## config.mk

```make
export PLATFORM = sky130hd
export DESIGN_NAME = stack_1bit
export DESIGN_NICKNAME = d
export VERILOG_FILES = /design/src/rtl/stack_pkg.sv /design/src/rtl/stack_1bit_mem.sv /design/src/rtl/stack_1bit.sv
export SDC_FILE = /design/constraint.sdc
export NUM_CORES = 1
export LEC_CHECK = 0
export ABC_AREA = 1
export CAP_MARGIN = 25
export CORE_AREA = 10 10 52 54
export CTS_BUF_LIST = sky130_fd_sc_hd__clkbuf_4 sky130_fd_sc_hd__clkbuf_8
export DETAILED_ROUTE_END_ITERATION = 7
export DIE_AREA = 0 0 62 64
export PLACE_DENSITY = 0.76
export SETUP_SLACK_MARGIN = 0.3
export SLEW_MARGIN = 20
export SYNTH_ARGS = -nofsm -noshare
export SYNTH_HDL_FRONTEND = slang
export SYNTH_SLANG_ARGS = --single-unit
```

## constraint.sdc

```tcl
create_clock -name CLK -period 2.5 [get_ports CLK]
set_clock_uncertainty 0.2 [all_clocks]
set_input_delay 0.375 -clock CLK [delete_from_list [all_inputs] [get_ports CLK]]
set_output_delay 0.375 -clock CLK [all_outputs]
set_load 0.005 [all_outputs]
```

## src/rtl/stack_pkg.sv

```systemverilog
// Shared constants and types for the single-bit LIFO: default depth,
// count-width helper and the per-cycle operation encoding.
package stack_pkg;

    localparam int STACK_DEPTH = 8;

    // Count must represent 0..depth inclusive, hence depth+1 states.
    function automatic int ptr_w(input int depth);
        return $clog2(depth + 1);
    endfunction

    typedef enum logic [1:0] {
        OP_NOP     = 2'd0,
        OP_PUSH    = 2'd1,
        OP_POP     = 2'd2,
        OP_REPLACE = 2'd3
    } stack_op_e;

endpackage : stack_pkg

```

## src/rtl/stack_1bit_mem.sv

```systemverilog
// DEPTH x 1 register file: one synchronous write port and one asynchronous
// read port. The top level drives the read address with count-1.
module stack_1bit_mem #(
    parameter int DEPTH = 8,
    parameter int AW    = $clog2(DEPTH)
) (
    input  logic          CLK,
    input  logic          we_i,
    input  logic [AW-1:0] waddr_i,
    input  logic          wdata_i,
    input  logic [AW-1:0] raddr_i,
    output logic          rdata_o
);

    logic mem_q [DEPTH];

    // NOTE: storage has no reset; validity is tracked by the count register,
    // so clearing the array would only cost reset fan-out.
    always_ff @(posedge CLK) begin
        if (we_i) begin
            mem_q[waddr_i] <= wdata_i;
        end
    end

    // An empty stack addresses count-1 = all ones, which lies outside the array
    // for non-power-of-two depths; the top level ignores the value when empty.
    assign rdata_o = (int'(raddr_i) < DEPTH) ? mem_q[raddr_i] : 1'b0;

endmodule : stack_1bit_mem

```

## src/rtl/stack_1bit.sv

```systemverilog
// Single-bit LIFO with registered pop output, full/empty status and
// one-cycle overflow/underflow pulses.
module stack_1bit
    import stack_pkg::*;
#(
    parameter  int DEPTH = STACK_DEPTH,
    localparam int PTR_W = ptr_w(DEPTH)
) (
    input  logic             CLK,
    input  logic             RST,
    input  logic             data,
    input  logic             push,
    input  logic             pop,
    output logic             D_out,
    output logic             full,
    output logic             empty,
    output logic [PTR_W-1:0] count,
    output logic             overflow,
    output logic             underflow
);

    localparam int AW = $clog2(DEPTH);

    logic [PTR_W-1:0] count_q, count_d;
    logic             dout_q, dout_d;
    logic             ovf_q, ovf_d;
    logic             udf_q, udf_d;

    stack_op_e        op;
    logic             full_w, empty_w;
    logic             mem_we;
    logic [AW-1:0]    mem_waddr;
    logic [AW-1:0]    top_addr;
    logic             top_bit;

    assign full_w   = (count_q == PTR_W'(DEPTH));
    assign empty_w  = (count_q == '0);
    assign top_addr = AW'(count_q - PTR_W'(1));

    stack_1bit_mem #(
        .DEPTH (DEPTH),
        .AW    (AW)
    ) u_mem (
        .CLK     (CLK),
        .we_i    (mem_we),
        .waddr_i (mem_waddr),
        .wdata_i (data),
        .raddr_i (top_addr),
        .rdata_o (top_bit)
    );

    // Push together with pop on an empty stack degrades to a plain push.
    always_comb begin
        op = OP_NOP;
        if (push && pop && !empty_w) begin
            op = OP_REPLACE;
        end else if (push) begin
            op = OP_PUSH;
        end else if (pop) begin
            op = OP_POP;
        end
    end

    // NOTE: every output of this block gets a default first so no path
    // leaves a variable unassigned, which would infer a latch.
    always_comb begin
        count_d   = count_q;
        dout_d    = dout_q;
        ovf_d     = 1'b0;
        udf_d     = 1'b0;
        mem_we    = 1'b0;
        mem_waddr = AW'(count_q);
        unique case (op)
            OP_PUSH: begin
                udf_d = pop;
                if (full_w) begin
                    ovf_d = 1'b1;
                end else begin
                    mem_we  = 1'b1;
                    count_d = count_q + PTR_W'(1);
                end
            end
            OP_POP: begin
                if (empty_w) begin
                    udf_d = 1'b1;
                end else begin
                    dout_d  = top_bit;
                    count_d = count_q - PTR_W'(1);
                end
            end
            OP_REPLACE: begin
                dout_d    = top_bit;
                mem_we    = 1'b1;
                mem_waddr = top_addr;
            end
            default: ;
        endcase
    end

    // NOTE: sequential state uses non-blocking assignments so all registers
    // update from the same pre-edge values.
    always_ff @(posedge CLK or posedge RST) begin
        if (RST) begin
            count_q <= '0;
            dout_q  <= 1'b0;
            ovf_q   <= 1'b0;
            udf_q   <= 1'b0;
        end else begin
            count_q <= count_d;
            dout_q  <= dout_d;
            ovf_q   <= ovf_d;
            udf_q   <= udf_d;
        end
    end

    assign D_out     = dout_q;
    assign count     = count_q;
    assign full      = full_w;
    assign empty     = empty_w;
    assign overflow  = ovf_q;
    assign underflow = udf_q;

endmodule : stack_1bit

```

=== After elaboration in Yosys (flattened, before gate mapping) ===
Memory sizes are Yosys's and may differ from the RTL's.
Index checks and enable logic that the tools add are counted.

* Add/sub/neg operators: 2
* Eq/ne operators: 6
* Multiplexer cells: 17
* Reduce and logical (&&, ||, !) cells: 8

{| class="wikitable"
|+ Operators by type and width
! cell !! count
|-
| $mux W4 || 2
|-
| $pmux W4 S2 || 1
|-
| $mux W1 || 7
|-
| $mux W2 || 3
|-
| $pmux W1 S2 || 3
|-
| $add A4 B1 Y4 const B || 1
|-
| $eq A2 B2 Y1 const B || 2
|-
| $eq A4 B4 Y1 const B || 1
|-
| $logic_not A4 Y1 || 1
|-
| $ne A2 B2 Y1 const B || 2
|-
| $reduce_bool A2 Y1 || 2
|-
| $sub A4 B1 Y4 const B || 1
|-
| $mux W3 || 1
|-
| $reduce_and A3 Y1 || 1
|-
| $eq A2 B1 Y1 const B || 1
|-
| $logic_and A1 B1 Y1 || 2
|-
| $reduce_and A2 Y1 || 1
|-
| $logic_not A1 Y1 || 1
|}

* Bits in registers: 7
* Memory bits (writable): 8
* Output and inout bits: 9
* Word-level logic and storage cells: 38
* Memories: 1

{| class="wikitable"
|+ Memories
! name !! words !! width !! rd ports !! clocked after Yosys merged registers in !! wr ports !! RTL line !! source
|-
| u_mem.mem_q || 8 || 1 || 1 || 0 || 1 || stack_1bit_mem.sv:15 || <nowiki>logic mem_q [DEPTH];</nowiki>
|}

=== Longest topological paths before layout ===
* Depth after elaboration: 8
* Gate-level depth with buffers: 10

=== By module ===
From an unflattened synthesis, not the netlist that was laid out.

* Cells, all modules: 128
* Area total of the unflattened synthesis: 979.7 µm²

{| class="wikitable"
|+ Modules (own cells, without submodules)
! module !! instances !! cells an instance !! area each (µm²) !! seq. area each (µm²)
|-
| stack_1bit || 1 || 75 || 565.5 || 175.2
|-
| stack_1bit_mem || 1 || 53 || 414.1 || 240.2
|}

=== Worst setup path after synthesis ===
Ideal clock, no wire load.

* Path kind: reg2reg
* Start: register count_q[0] (netlist: count[0])
* End: memory u_mem.mem_q[1], enable pin
* Setup time: 0.298 ns
* Data arrival time: 1.477 ns
* Setup slack: 0.525 ns
* Cell stages (with the launch flop): 10
* Buffers on the path: 1
* Cell sequence: dfrtp_1 > buf_2 > inv_2 > ha_1 > nand3_4 > nand2_4 > nand2_1 > nand2_1 > nand2_1 > nor2_1

* Cells in the longest elaborated chain, start to end: 8

{| class="wikitable"
|+ Ends and longest elaborated chain
! item !! RTL line !! source
|-
| start, declared || stack_1bit.sv:24 || <nowiki>logic [PTR_W-1:0] count_q, count_d;</nowiki>
|-
| start signal, assigned || stack_1bit.sv:109 || <nowiki>count_q <= count_d;</nowiki>
|-
| $logic_not A4 Y1 || stack_1bit.sv:37 || <nowiki>assign empty_w = (count_q == '0);</nowiki>
|-
| $logic_not A1 Y1 || stack_1bit.sv:55 || <nowiki>if (push && pop && !empty_w) begin</nowiki>
|-
| $logic_and A1 B1 Y1 || stack_1bit.sv:55 ||
|-
| $mux W2 || stack_1bit.sv:55 ||
|-
| $eq A2 B2 Y1 / $eq A2 B1 Y1 (equally long branches) || stack_1bit.sv:73 || <nowiki>unique case (op)</nowiki>
|-
| $pmux W1 S2 || stack_1bit.sv:73 ||
|-
| $mux W1 || stack_1bit_mem.sv:20 || <nowiki>if (we_i) begin</nowiki>
|-
| $mux W1 (implied by the code) || stack_1bit_mem.sv:21 || <nowiki>mem_q[waddr_i] <= wdata_i;</nowiki>
|-
| end, declared || stack_1bit_mem.sv:15 ||
|}

Parallel ways exist; a longest one is shown, timed or not.

=== Worst setup path after layout ===
* Start: register count_q[1] (netlist: count[1])
* End: memory u_mem.mem_q[3], enable pin

Same word-level chain as after synthesis.

==> reports/qor.yml <==
dpl_cell_area_mm2: 0.00108
path_clk_slew_ns: 0.10
synth_ff_type: "edfxtp_1"
die_h_um: 64
synth_area_leaders: "edfxtp_1 (26%), nand2_1 (19%), dfrtp_1 (19%)"
worstPathArrival_ns: 1.85
grt_overflow_total: 0
hold_viol_final: 0
design_area_mm2: 0.00117
fin_tns_setup_ns: 0
critPathRequiredTime_ns: 2.31
fin_nets: 154
port_buffers: 13
r2r.worst_path.cells: 9
layout-drive-gt1-share_pct: 14.4
clock_sinks: 15
status: "complete, no violations"
htreeDepth: 1
dr_wl_met3_um: 84
synth.avg_cell_area_um2: 7.46
path_class: "flip-flop to flip-flop"
start_util_pct: 53.7
wl_um: 2250
layout_setup_ws_ns: 0.461
rr_startpoint: "count[1]"
yosysWarningCount: 0
synth.top_cells.by_count: "nand2_1 (47), inv_1 (18), nand3_1 (12)"
endpoint_kind: "flip-flop"
slew_violations: 0
cpMaxStageDelayCell: "dfrtp_2"
grt_max_degree: 11
drc: 0
rsz0062_at_grt: "no"
endpoint: "u_mem.mem_q[3]"
cts_tree: "yes"
r2r_slack_ns: 0.46
r2r_end: "u_mem.mem_q[3]"
seq_area_frac_synth_pct: 45.3
syn-num-nets: 130
drt_iter0_markers: 49
highest_layer: "met4"
tightest_slew_ns: 0.307
worstPathCellList: "inv_2 -> ha_4 -> buf_4 -> buf_4 -> xnor2_1 -> nand3_1 -> nand2_1 -> nand2_1 -> nor2_1"
p_leak_uw: 0.000617
vias: 858
min_period_over_period_pct: 81.6
clock_latency_ns: 0.29
cp-start-kind: "flip-flop"
cts_buffers: 3
total_power_uw: 1450
io_pins: 14
fmax_ghz: 0.490
setup_violations: 0
synth_cells: 123
ys_ff_latch: 15
grt_pass1_vias: 820
pwr_density_cell_mw_per_mm2: 1230
core-area_mm2: 0.00171
yosys.area.top_type: "edfxtp_1"
syn-cell-area_um2: 917
synth_cell_types: 19
place_ws_ns: 0.323
slew_headroom_pct: 79.4
path_max_fanout: 4
grt_first_pass_wirelength_um: 3640
synth_top_area_share_pct: 26.2
wl_met1_um: 1000
diodes: 0
grt_util_all_layers_pct: 11.9
hold_path_class: "primary input to async pin"
placedCellCount: 161
synth-edff-count: 8
wl_per_cell_um: 13.1
antenna_found_initial: 0
wl_met2_um: 1100
die_w_um: 62
hold_buffers: 0
cap_viol_max_count: 0
first_pass_iters: 5
slowest_delay_ns: 0.40
min_period_ns: 2.04
clockBufferDepth: 2
fp.dieArea_mm2: 0.00397
dp_hpwl_um: 1530
synthArstFlopShare_pct: 46.7
final_cells: 171
yosysMostFrequentCell: "nand2_1"
vdd_drop_max_v: 0.000692
critPathLaunch: "count[1]"
root_buffer: "clkbuf_4"
place.gp.congestion: 0.942
ant_nets: 0
rows: 15
area_growth_pct: 27.8
routed_via_density: 5.02
-- layout make-up --
type                    instances  area, um^2
fillers                       137         536
repair buffers                 21         191
inverters                      20        77.6
well taps                      25        31.3
flip-flops and latches         15         417
clock buffers                   3        22.5
clock inverters                 1        5.00
multi-input cells              86         428
-- what timing repair did --
action	in CTS	in global routing
buffers inserted	4	2
endpoints found under the setup margin	2	1
pin swaps	1	1
resized for setup	7	1
hold endpoints to repair	0	0
-- critical path: cells and delay by family (launching register included) --
family / cells / cell delay (ns)
adders and majority gates: 1 / 0.17
buffers and inverters: 3 / 0.31
DFF: 1 / 0.40
xor gates and xnor gates: 1 / 0.27
and+or+nand+nor: 4 / 0.41
-- where the power goes --
| part | leakage, uW | internal, uW | switching [uW] |
|---|---|---|---|
| sequential | 0.000161 | 331 | 41.7 |
| combinational | 0.000439 | 407 | 520 |
| clock | 0.0000177 | 59.6 | 87.3 |
| total | 0.000617 | 798 | 649 |
-- worst min path at each step --
stage	from	end	slack (ns)	depth (start not counted)
after global routing	RST	underflow	0.13	2
after floorplan	RST	D_out	-0.02	1
after CTS	RST	underflow	0.12	2
after detailed placement	D_out	D_out	0.27	2
after global placement	D_out	D_out	0.27	2
final	RST	underflow	0.11	2
-- through the flow --
step	utilization (%)	hold slack, ns
after floorplan	-	-0.0216
after global placement	63.1	0.273
after detailed placement	63.1	0.271
after CTS	67.6	0.122
after global routing	68.6	0.134
final	68.6	0.112
-- registers in the layout, indices dropped and copies added, names as in the netlist --
| register | cells |
|---|---|
| overflow | 1 |
| D_out | 1 |
| count | 4 |
| underflow | 1 |
| u_mem.mem_q | 8 |
-- cell usage in the layout, fill, tap and decap left out, types with 2 or more instances in the layout --
| cell type | count |
|---|---|
| nand2_1 | 47 |
| inv_1 | 17 |
| nand3_1 | 11 |
| clkdlybuf4s50_1 | 11 |
| nor2_1 | 10 |
| buf_4 | 8 |
| edfxtp_1 | 8 |
| dfrtp_1 | 6 |
| o21ai_1 | 5 |
| clkbuf_4 | 3 |
| xor2_1 | 2 |
| inv_2 | 2 |
| xnor2_1 | 2 |
-- metal layers --
layer / GRT usage (%) / vias to the layer above
met4: 6.15 / 0
met1: 13.7 / 394
met2: 19.7 / 29
li1: - / 427
met3: 2.37 / 8
met5: 0 / -
-- logic make-up (layout without fill, tap and decap cells) --
logic type               Yosys count  in the layout  share of synthesized area [%]
AND/OR/NAND/NOR                   74             74                           34.9
buffers and inverters             22             45                           9.96
flip-flops                        15             15                           45.3
AO/OA/AOI/OAI                      6              6                           3.27
XOR/XNOR                           4              4                           3.82
adder cells (fa/ha/maj)            2              2                           2.73
Note: power is estimated with default switching activity, not from simulation.
